`src/rtl/complex_to_pixel.sv`:
```
// complex_to_pixel: maps a Q(16-FRAC).FRAC complex point to its 640x480 screen pixel.
// Two parallel multi-cycle restoring dividers (one quotient bit per cycle, MSB first)
// convert the offset from the view origin into column/row, with valid/ready on both sides.
// Optional build macro C2P_CLAMP_EN: out-of-range axes clamp to the nearest screen edge
// instead of reporting 0. in_view is 0 for any out-of-range axis in both builds.
module complex_to_pixel #(
    parameter int SCREEN_WIDTH  = 640,
    parameter int SCREEN_HEIGHT = 480,
    parameter int FRAC          = 8,
    parameter int REAL_MIN      = -(2 <<< FRAC),
    parameter int REAL_WIDTH    = 3 <<< FRAC,
    parameter int IMAG_MAX      = 2 <<< FRAC,
    parameter int IMAG_HEIGHT   = 4 <<< FRAC
) (
    input  logic        clk,
    input  logic        rst_n,
    input  logic        in_valid,
    output logic        in_ready,
    input  logic [15:0] real_part,
    input  logic [15:0] im_part,
    output logic        out_valid,
    input  logic        out_ready,
    output logic [9:0]  x,
    output logic [8:0]  y,
    output logic        in_view
);

    localparam int unsigned CW   = 16;  // coordinate width
    localparam int unsigned DW   = 17;  // signed offset width
    localparam int unsigned NW   = 27;  // dividend / remainder width
    localparam int unsigned XW   = 10;  // x quotient width
    localparam int unsigned YW   = 9;   // y quotient width
    localparam int unsigned CNTW = 4;
    localparam logic [CNTW-1:0] LAST_BIT = CNTW'(9);

    typedef enum logic [1:0] {
        IDLE = 2'd0,
        PREP = 2'd1,
        DIV  = 2'd2,
        DONE = 2'd3
    } state_t;

    state_t          state, state_n;
    logic [CNTW-1:0] cnt, cnt_n;
    logic [CW-1:0]   real_q, real_n;
    logic [CW-1:0]   im_q, im_n;
    logic            x_lo, x_lo_n, x_hi, x_hi_n;
    logic            y_lo, y_lo_n, y_hi, y_hi_n;
    logic [NW-1:0]   rem_x, rem_x_n, rem_y, rem_y_n;
    logic [XW-2:0]   q_x, q_x_n;
    logic [YW-2:0]   q_y, q_y_n;
    logic            in_ready_n, out_valid_n, in_view_n;
    logic [XW-1:0]   x_n;
    logic [YW-1:0]   y_n;

    // Combinational helpers
    logic [DW-1:0]   dx, dy;
    logic [NW-1:0]   dsh_x, dsh_y;
    logic            fit_x, fit_y;
    logic [XW-1:0]   q_x_step, x_res;
    logic [YW-1:0]   q_y_step, y_res;

    // State and output registers; reset drops any in-flight point
    always_ff @(posedge clk or negedge rst_n) begin
        if (!rst_n) begin
            state     <= IDLE;
            cnt       <= '0;
            real_q    <= '0;
            im_q      <= '0;
            x_lo      <= 1'b0;
            x_hi      <= 1'b0;
            y_lo      <= 1'b0;
            y_hi      <= 1'b0;
            rem_x     <= '0;
            rem_y     <= '0;
            q_x       <= '0;
            q_y       <= '0;
            in_ready  <= 1'b1;
            out_valid <= 1'b0;
            x         <= '0;
            y         <= '0;
            in_view   <= 1'b0;
        end else begin
            state     <= state_n;
            cnt       <= cnt_n;
            real_q    <= real_n;
            im_q      <= im_n;
            x_lo      <= x_lo_n;
            x_hi      <= x_hi_n;
            y_lo      <= y_lo_n;
            y_hi      <= y_hi_n;
            rem_x     <= rem_x_n;
            rem_y     <= rem_y_n;
            q_x       <= q_x_n;
            q_y       <= q_y_n;
            in_ready  <= in_ready_n;
            out_valid <= out_valid_n;
            x         <= x_n;
            y         <= y_n;
            in_view   <= in_view_n;
        end
    end

    // Next-state, datapath and registered-output logic
    always_comb begin
        state_n  = state;
        cnt_n    = cnt;
        real_n   = real_q;
        im_n     = im_q;
        x_lo_n   = x_lo;
        x_hi_n   = x_hi;
        y_lo_n   = y_lo;
        y_hi_n   = y_hi;
        rem_x_n  = rem_x;
        rem_y_n  = rem_y;
        q_x_n    = q_x;
        q_y_n    = q_y;
        x_n      = x;
        y_n      = y;
        in_view_n = in_view;

        // Offsets from the top-left corner of the view, sign-extended to 17 bits
        dx = {real_q[CW-1], real_q} - DW'(REAL_MIN);
        dy = DW'(IMAG_MAX) - {im_q[CW-1], im_q};

        // Divisor aligned to the quotient bit being resolved this cycle
        dsh_x = NW'(REAL_WIDTH)  << (LAST_BIT - cnt);
        dsh_y = NW'(IMAG_HEIGHT) << (LAST_BIT - cnt);
        fit_x = (rem_x >= dsh_x);
        fit_y = (rem_y >= dsh_y);
        q_x_step = {q_x, fit_x};
        q_y_step = {q_y, fit_y};

`ifdef C2P_CLAMP_EN
        x_res = x_hi ? XW'(SCREEN_WIDTH - 1)  : (x_lo ? '0 : q_x_step);
        y_res = y_hi ? YW'(SCREEN_HEIGHT - 1) : (y_lo ? '0 : q_y_step);
`else
        x_res = (x_lo || x_hi) ? '0 : q_x_step;
        y_res = (y_lo || y_hi) ? '0 : q_y_step;
`endif

        case (state)
            IDLE: begin
                if (in_valid && in_ready) begin
                    real_n  = real_part;
                    im_n    = im_part;
                    state_n = PREP;
                end
            end
            PREP: begin
                x_lo_n  = dx[DW-1];
                x_hi_n  = !dx[DW-1] && (dx >= DW'(REAL_WIDTH));
                y_lo_n  = dy[DW-1];
                y_hi_n  = !dy[DW-1] && (dy >= DW'(IMAG_HEIGHT));
                rem_x_n = (x_lo_n || x_hi_n) ? '0 : NW'(NW'(dx) * NW'(SCREEN_WIDTH));
                rem_y_n = (y_lo_n || y_hi_n) ? '0 : NW'(NW'(dy) * NW'(SCREEN_HEIGHT));
                q_x_n   = '0;
                q_y_n   = '0;
                cnt_n   = '0;
                state_n = DIV;
            end
            DIV: begin
                if (fit_x) rem_x_n = rem_x - dsh_x;
                if (fit_y) rem_y_n = rem_y - dsh_y;
                q_x_n = q_x_step[XW-2:0];
                q_y_n = q_y_step[YW-2:0];
                cnt_n = cnt + CNTW'(1);
                if (cnt == LAST_BIT) begin
                    cnt_n     = '0;
                    x_n       = x_res;
                    y_n       = y_res;
                    in_view_n = !(x_lo || x_hi || y_lo || y_hi);
                    state_n   = DONE;
                end
            end
            DONE: begin
                if (out_valid && out_ready) state_n = IDLE;
            end
            default: state_n = IDLE;
        endcase

        in_ready_n  = (state_n == IDLE);
        out_valid_n = (state_n == DONE);
    end

endmodule
```
`config.mk`:
```
export PLATFORM = sky130hd
export DESIGN_NAME = complex_to_pixel
export DESIGN_NICKNAME = d
export VERILOG_FILES = /design/src/rtl/complex_to_pixel.sv
export SDC_FILE = /design/constraint.sdc
export NUM_CORES = 1
export LEC_CHECK = 0
export ABC_AREA = 1
export BUFFER_PORTS_ARGS = -buffer_cell sky130_fd_sc_hd__clkbuf_2
export CAP_MARGIN = 20
export CORE_UTILIZATION = 35
export DETAILED_ROUTE_END_ITERATION = 8
export PLACE_DENSITY = 0.57
export SKIP_LAST_GASP = 1
export SYNTH_ARGS = -nofsm -noshare
export SYNTH_HDL_FRONTEND = slang
export SYNTH_SLANG_ARGS = --single-unit
```
`constraint.sdc`:
```
create_clock -name clk -period 4.6 [get_ports clk]
set_input_delay 0.69 -clock clk [delete_from_list [all_inputs] [get_ports clk]]
set_output_delay 0.69 -clock clk [all_outputs]
set_load 0.02 [all_outputs]
```
Word-level counts from Yosys, hierarchy flattened --
Index checks and enable logic that the tools add are counted. W data, S select, Z words.
Word-level totals: register bits after elaboration 135, output and inout port bits 22, bits of input ports 36
Cells by class: multiply operators 2, multiplexer cells 16, shift-type cells 2, add/subtract/negate cells 6, reduce and logical (&&, ||, !) cells 20, order comparisons 4, equality and inequality tests 7
Operator list (number):
- $pmux W27 S2 | 2
- $mux W27 | 3
- $ge A27 B27 Y1 | 2
- $sub A27 B27 Y27 | 2
- $shl A10 B4 Y27 const A | 1
- $shl A11 B4 Y27 const A | 1
- $mux W26 | 1
- $mul A17 B4 Y21 const B | 1
- $mul A17 B3 Y20 const B | 1
- $pmux W9 S2 | 1
- $ge A17 B10 Y1 const B | 1
- $ge A17 B11 Y1 const B | 1
- $sub A11 B16 Y17 const A | 1
- $sub A16 B10 Y17 const B | 1
- $pmux W8 S2 | 1
- $mux W10 | 1
- $mux W9 | 1
- $pmux W2 S4 | 1
- $pmux W4 S2 | 1
- $reduce_and A2 Y1 | 4
- $eq A2 B2 Y1 const B | 3
- $logic_or A1 B1 Y1 | 6
- $mux W2 | 3
- $add A4 B1 Y4 const B | 1
- 9 further kinds | 16

Depth between registers and ports, before layout --
Gate-level depths: netlist (run 1).
depth in word-level cells 6, depth in mapped cells 28

Worst setup path after synthesis (run 1) --
No wires, ideal clock.
kind register -> register, from register im_q[4], to register rem_y[23], clock period less this slack 3.912 ns, path slack 0.688 ns, arrival time 3.835 ns, required time 4.523 ns, stages on the path, launching flop included 23, buffers on the path 0, library setup time 0.077 ns, cells stage by stage dfrtp_1 -> inv_1 -> nand2_2 -> nor2_1 -> nand3_1 -> nand2_1 -> nand2_1 -> nor4_1 -> xor2_1 -> inv_1 -> ha_1 -> inv_1 -> fa_1 -> inv_1 -> ha_1 -> nand2_1 -> nor4_1 -> nand2_1 -> nand3b_1 -> nand2_1 -> nor2_1 -> nand4_1 -> a21oi_1
Between the ends: word-level cells in the longest chain between the ends 6, elaborated cells on any way between the ends 8
Ends and longest elaborated chain:
- from (decl) | line 46 | logic [CW-1:0] im_q, im_n;
- from (signal assigned) | line 87 | im_q <= im_n;
- $sub A11 B16 Y17 * | line 124 | dy = DW'(IMAG_MAX) - {im_q[CW-1], im_q};
- parallel branches: the longest is 3 deep, another holds $mul A17 B4 Y21
- $mux W26 * | line 156 | rem_y_n = (y_lo_n || y_hi_n) ? '0 : NW'(NW'(dy) * NW'(SCREEN_HEIGHT));
- $pmux W27 S2 * | line 142 | case (state)
- to (signal assigned) | line 93 | rem_y <= rem_y_n;
- to (decl) | line 49 | logic [NW-1:0] rem_x, rem_x_n, rem_y, rem_y_n;
Mark *: on every way between the ends. A chain may end at the register's enable or synchronous reset.

Final worst setup path (run 1) --
from register im_q[0], to register rem_y[24]
The elaborated chain is that of the path after synthesis.

==> results.toml, run 1 <==
[placement]
dp_hpwl_um = 22240
finalWeightedCongestion = 0.8734
io_buffers = 57
pre_cts_slack_ps = 370.1

[critical_path]
r2r_setup_slack_ps = 430
worstSetupEndpoint = "rem_y[24]"
required_ps = 4970
reg2reg_to = "rem_y[24]"
slowest_stage = "fa_1"
cpMostUsedCell = "nand2_1"
end_kind = "register"
start_kind = "register"
cp.depth = 28
crit_type = "register to register"
r2r-start = "im_q[0]"
cpPeakStageDelay_ps = 470
r2r_cells = 28
crit_family = "simple AND/OR/NAND/NOR gates"
cp_max_fo = 6
timing.critical_path.from = "im_q[0]"
critical_path_arrival_ps = 4530
crit_buf_inv = 6

[clock_network]
cts_sinks = 123
ctsLongestPathBuffers = 2
cts-root-buf = "clkbuf_16"
numCtsBuffers = 17
htreeDepth = 4
path_clk_slew_ps = 70
cts_tree = "built"
clock_latency_ps = 440

[die]
dieArea_um2 = 32500
die_h_um = 180.3
ios = 58
rows = 64
die_w_um = 180.3
core_region_area_um2 = 30910
start_util_pct = 35.99

[grt]
grt_start_max_net_pins = 103
grt_pass1_vias = 9813
track_usage_pct = 18.64
antenna_found_initial = 0
grt-ovfl-total = 0
grt_pass1_wl_um = 49140

[sta]
skew_ps = 14.20
rsz0062_at_grt = "no"
finalWorstSetupSlack_ps = 434.5
min_period_over_period_pct = 90.55
tns_ps = 0
relSlewSlack_pct = 41.21
hold_ws_ps = 160.1
setup_viol = 0
worst_slew_pin_slew_ps = 876.5
timing.fmax_ghz = 0.2401
hold_viol_final = 0
drv_slew = 0
period_minus_slack_ps = 4166

[yosys]
synthCells = 1577
synth-warning-count = 0
synth_area_um2 = 11130
yosys_most_used_dff = "dfrtp_1"
synth_cell_types = 52
synth_edf_count = 0
ys_ff_latch = 123
async_flop_share_pct = 100.0
syn_nets = 1748
avgSynthCellArea_um2 = 7.055
seq_area_frac_synth_pct = 27.68

[detailed_routing]
final_antenna_net_count = 0
wl_um = 28970
drtPass1Iterations = 5
vias = 10080
drcViolationCount = 0
via_per_inst = 4.936
wire_per_inst_um = 14.19
dr.first_iter.drc_count = 604

[job]
maxCapViolCount = 0

[finish]
final_nets = 1804
final_cell_mix = "nand2_1 (366), inv_1 (201), nor2_1 (193)"
drive_gt1_share_pct = 9.113
area_delta_synth_final_pct = 11.92
final_common_cell = "nand2_1"
antenna_cells = 0

[worst_hold_path]
hold_class = "primary input to asynchronous set/reset pin"

[outcome]
status = "finished, final reports clean"
## worst reg2reg max path, delay by kind of cell (launching register included)
| kind | cells | cell delay [ps] |
|---|---|---|
| simple gates | 15 | 1490 |
| flops | 1 | 420 |
| fa+ha+maj | 4 | 1320 |
| compound gates | 3 | 370 |
| buf+inv | 6 | 500 |
## area by class of cell
| cell class | instances | area [um^2] |
|---|---|---|
| inverter | 209 | 784.5 |
| clock inverter | 11 | 120.1 |
| clock buffer | 21 | 450.4 |
| timing repair buffer | 69 | 390.4 |
| fill | 3330 | 18460 |
| tap | 396 | 495.5 |
| sequential | 123 | 3079 |
| multi-input combinational | 1213 | 7132 |
## how the worst min path moves through the flow
stage,end,slack [ps],cells past startpoint
CTS,rem_x[23],160,1
global placement,x[8],470,2
global route,rem_x[23],170,1
finish,rem_x[23],160,1
detailed placement,x[6],470,2
floorplan,cnt[0],390,0
## Yosys cell counts (4+ instances only)
| cell type | n | area [um^2] |
|---|---|---|
| o21ai_0 | 83 | 415.4 |
| mux2_2 | 10 | 112.6 |
| a21oi_1 | 133 | 665.6 |
| ha_1 | 114 | 1426 |
| clkbuf_1 | 21 | 78.83 |
| xnor2_1 | 16 | 140.1 |
| fa_1 | 21 | 420.4 |
| nor3_1 | 6 | 30.03 |
| nand3_1 | 106 | 530.5 |
| xor2_1 | 34 | 297.8 |
| nand2_1 | 367 | 1378 |
| nor4_1 | 9 | 56.30 |
| o31ai_1 | 4 | 30.03 |
| or2_2 | 4 | 25.02 |
| nand3b_1 | 13 | 97.59 |
| o22ai_1 | 16 | 100.1 |
| inv_1 | 202 | 758.2 |
| o21bai_1 | 11 | 82.58 |
| nor2_1 | 193 | 724.4 |
| dfrtp_1 | 122 | 3053 |
| a21o_1 | 5 | 37.54 |
| nand2_2 | 11 | 68.82 |
| inv_2 | 6 | 22.52 |
| nand4_1 | 24 | 150.1 |
## routing by layer
| layer | routed length (um) | part of all wire [%] | vias to the layer above | GRT usage (%) |
|---|---|---|---|---|
| li1 | - | - | 5272 | - |
| met1 | 14460 | 50 | 4595 | 25.68 |
| met2 | 12910 | 45 | 189 | 29.98 |
| met3 | 1222 | 4.2 | 23 | 3.112 |
| met4 | 370 | 1.3 | 0 | 5.162 |
| met5 | 0 | 0 | - | 0 |
## kinds of logic after synthesis
kind of cell | Yosys count | synth area share, %
mux | 10 | 1.012
simple gates | 749 | 28.82
fa+ha+maj | 135 | 16.60
xor+xnor | 52 | 4.330
flops | 123 | 27.68
compound gates | 267 | 13.09
buf+inv | 241 | 8.468
## through the flow
step,cell area [um^2],cells,utilization (%)
floorplan,11130,1577,-
global placement,11860,2010,38.37
detailed placement,11860,2010,38.37
CTS,12430,2042,40.22
global route,12450,2042,40.29
finish,12450,2042,40.29
## state kept, by name, indices dropped and copies added (netlist names), 2 cells and up
name,count
rem_x,21
rem_y,21
im_q,16
real_q,16
x,10
q_x,9
y,9
q_y,8
cnt,4
state,2
## timing repair
item | 4_1_cts | 5_1_grt
hold buffers | 0 | 0
setup endpoints to repair | 0 | 5
setup buffers | 0 | 0
resized for setup | 0 | 5
Power of run 1 is not shown: default switching activity piles up to over one toggle a cycle in this logic, so the estimate is an artifact.
==> run 2: changes to the inputs <==
CORE_UTILIZATION = 60   (was 35)
PLACE_DENSITY = 0.84   (was 0.57)
RECOVER_POWER = 100   (was default)
==> run 2 against run 1 <==
- the flow now finishes with violations (DRC, capacitance limit, slew limit)
- flip-flop and latch count stayed put
- non-clock buffer count is 3 higher
- maximum frequency is 1.5% lower
- setup slack worse by 63 ps
- hold slack better by 320 ps
- die area is 41% lower
- register-to-register slack worse by 60 ps
- cell count is 8.0% lower
- routed wire length is 6.3% lower
- critical endpoint unchanged
- highest routed layer unchanged
==> results.toml, run 2 (same netlist as run 1, synthesis figures left out) <==
[finish]
seqCellArea_um2 = 3079
stdcell_count = 1878
reg.largest.list = "rem_x (21), rem_y (21)"
area_delta_synth_final_pct = 9.008
drive_gt1_share_pct = 7.520
final_common_cell = "nand2_1"
final_nets = 1807
multi_input_area_um2 = 7104
nFillCells = 1546
final_cell_mix = "nand2_1 (368), inv_1 (201), nor2_1 (193)"
antenna_cells = 0
fin_util_pct = 67.06

[clock_network]
cts_sinks = 123
numCtsBuffers = 17
cts-root-buf = "clkbuf_16"
ctsLongestPathBuffers = 2
path_clk_slew_ps = 60
cts_tree = "built"
cts_setup_buffers = 0
htreeDepth = 4
clock_latency_ps = 420

[grt]
grt_start_max_net_pins = 59
grt_pass1_vias = 9958
antenna_found_initial = 0
grt_pass1_wl_um = 46030
grt-ovfl-total = 0
track_usage_pct = 29.55

[critical_path]
r2r_cells = 28
critical_path_arrival_ps = 4570
crit_type = "register to register"
worstSetupEndpoint = "rem_y[24]"
slowest_stage = "fa_1"
r2r-start = "im_q[0]"
reg2reg_to = "rem_y[24]"
r2r_setup_slack_ps = 370
required_ps = 4950
cpPeakStageDelay_ps = 480
cpMostUsedCell = "nand2_1"
start_kind = "register"
timing.critical_path.from = "im_q[0]"
cp_max_fo = 6
end_kind = "register"

[sta]
tns_ps = 0
setup_viol = 0
timing.fmax_ghz = 0.2365
period_minus_slack_ps = 4228
hold_viol_final = 0
skew_ps = 11.70
hold_ws_ps = 483.7
relSlewSlack_pct = -123.6
drv_slew = 113
min_period_over_period_pct = 91.91
worst_slew_pin_slew_ps = 3355
rsz0062_at_grt = "no"

[detailed_routing]
final_antenna_net_count = 0
drtPass1Iterations = 7
drcViolationCount = 12
dr.first_iter.drc_count = 766
wl_um = 27140
via_per_inst = 5.565
vias = 10450
wire_per_inst_um = 14.45

[placement]
io_buffers = 57
dp_cells = 1845
finalWeightedCongestion = 0.9987
dp_hpwl_um = 20580

[die]
dieArea_um2 = 19090
die_w_um = 138.2
die_h_um = 138.2
start_util_pct = 61.52
core_region_area_um2 = 18090
ios = 58
rows = 49

[job]
maxCapViolCount = 2

[outcome]
failed_checks = "DRC, capacitance limit, slew limit"
status = "finished with violations"

[worst_hold_path]
hold_class = "register to register"
==> run 2: cell types whose count changed in the layout (fill, tap and decap cells not counted), moves of 2 or more <==
cell / before / now
buf_4: 12 / 7
bufinv_16: 2 / 0
clkbuf_1: 3 / 27
clkbuf_2: 56 / 38
clkinv_2: 4 / 6
clkinv_4: 1 / 4
nand2_1: 366 / 368
nand2_2: 12 / 9
nand3_1: 105 / 107
nand3_2: 3 / 1
o21ai_0: 82 / 85
o21ai_1: 3 / 1
==> run 2: critical path, delay by kind of cell (launching register included) <==
kind	cells	cell delay [ps]
and+or+nand+nor	15	1500
adders and majority gates	4	1340
buffers and inverters	6	500
DFF	1	430
AOI/OAI and AO/OA	3	390
==> run 2: area by class of cell <==
cell class                      instances  area share (%)
Tap cell                              229           2.363
Clock inverter                         15          0.8563
Timing Repair Buffer                   72           2.837
Sequential cell                       123           25.39
Inverter                              209           6.469
Clock buffer                           17           3.508
Multi-Input combinational cell       1213           58.58
==> run 2: routing by layer <==
layer | up-vias | share of wire, % | track usage (%)
li1 | 5287 | - | -
met1 | 4792 | 46 | 39.40
met2 | 323 | 46 | 49.57
met3 | 50 | 5.5 | 4.087
met4 | 0 | 2.1 | 10.05
met5 | - | 0 | 0
==> run 2: worst min path at each step <==
stage	start	end	slack, ps	depth (start not counted)
finish	x[8]	x[8]	480	2
CTS	rst_n	rem_x[21]	380	1
global placement	x[5]	x[5]	470	2
floorplan	rst_n	cnt[0]	390	0
global route	real_part[3]	real_q[3]	500	2
detailed placement	y_hi	y_hi	470	2
==> run 2: through the flow <==
step	setup WS [ps]	cell area, um^2
global placement	505.3	11650
detailed placement	363.2	11650
floorplan	687.7	11130
finish	371.9	12130
global route	6.377	12130
CTS	311.6	12180
==> run 2: what timing repair did <==
item	CTS	global route
resized for setup	0	5
endpoints found under the setup margin	0	5
hold buffers	0	0
Power of run 2 is left out for the same reason.
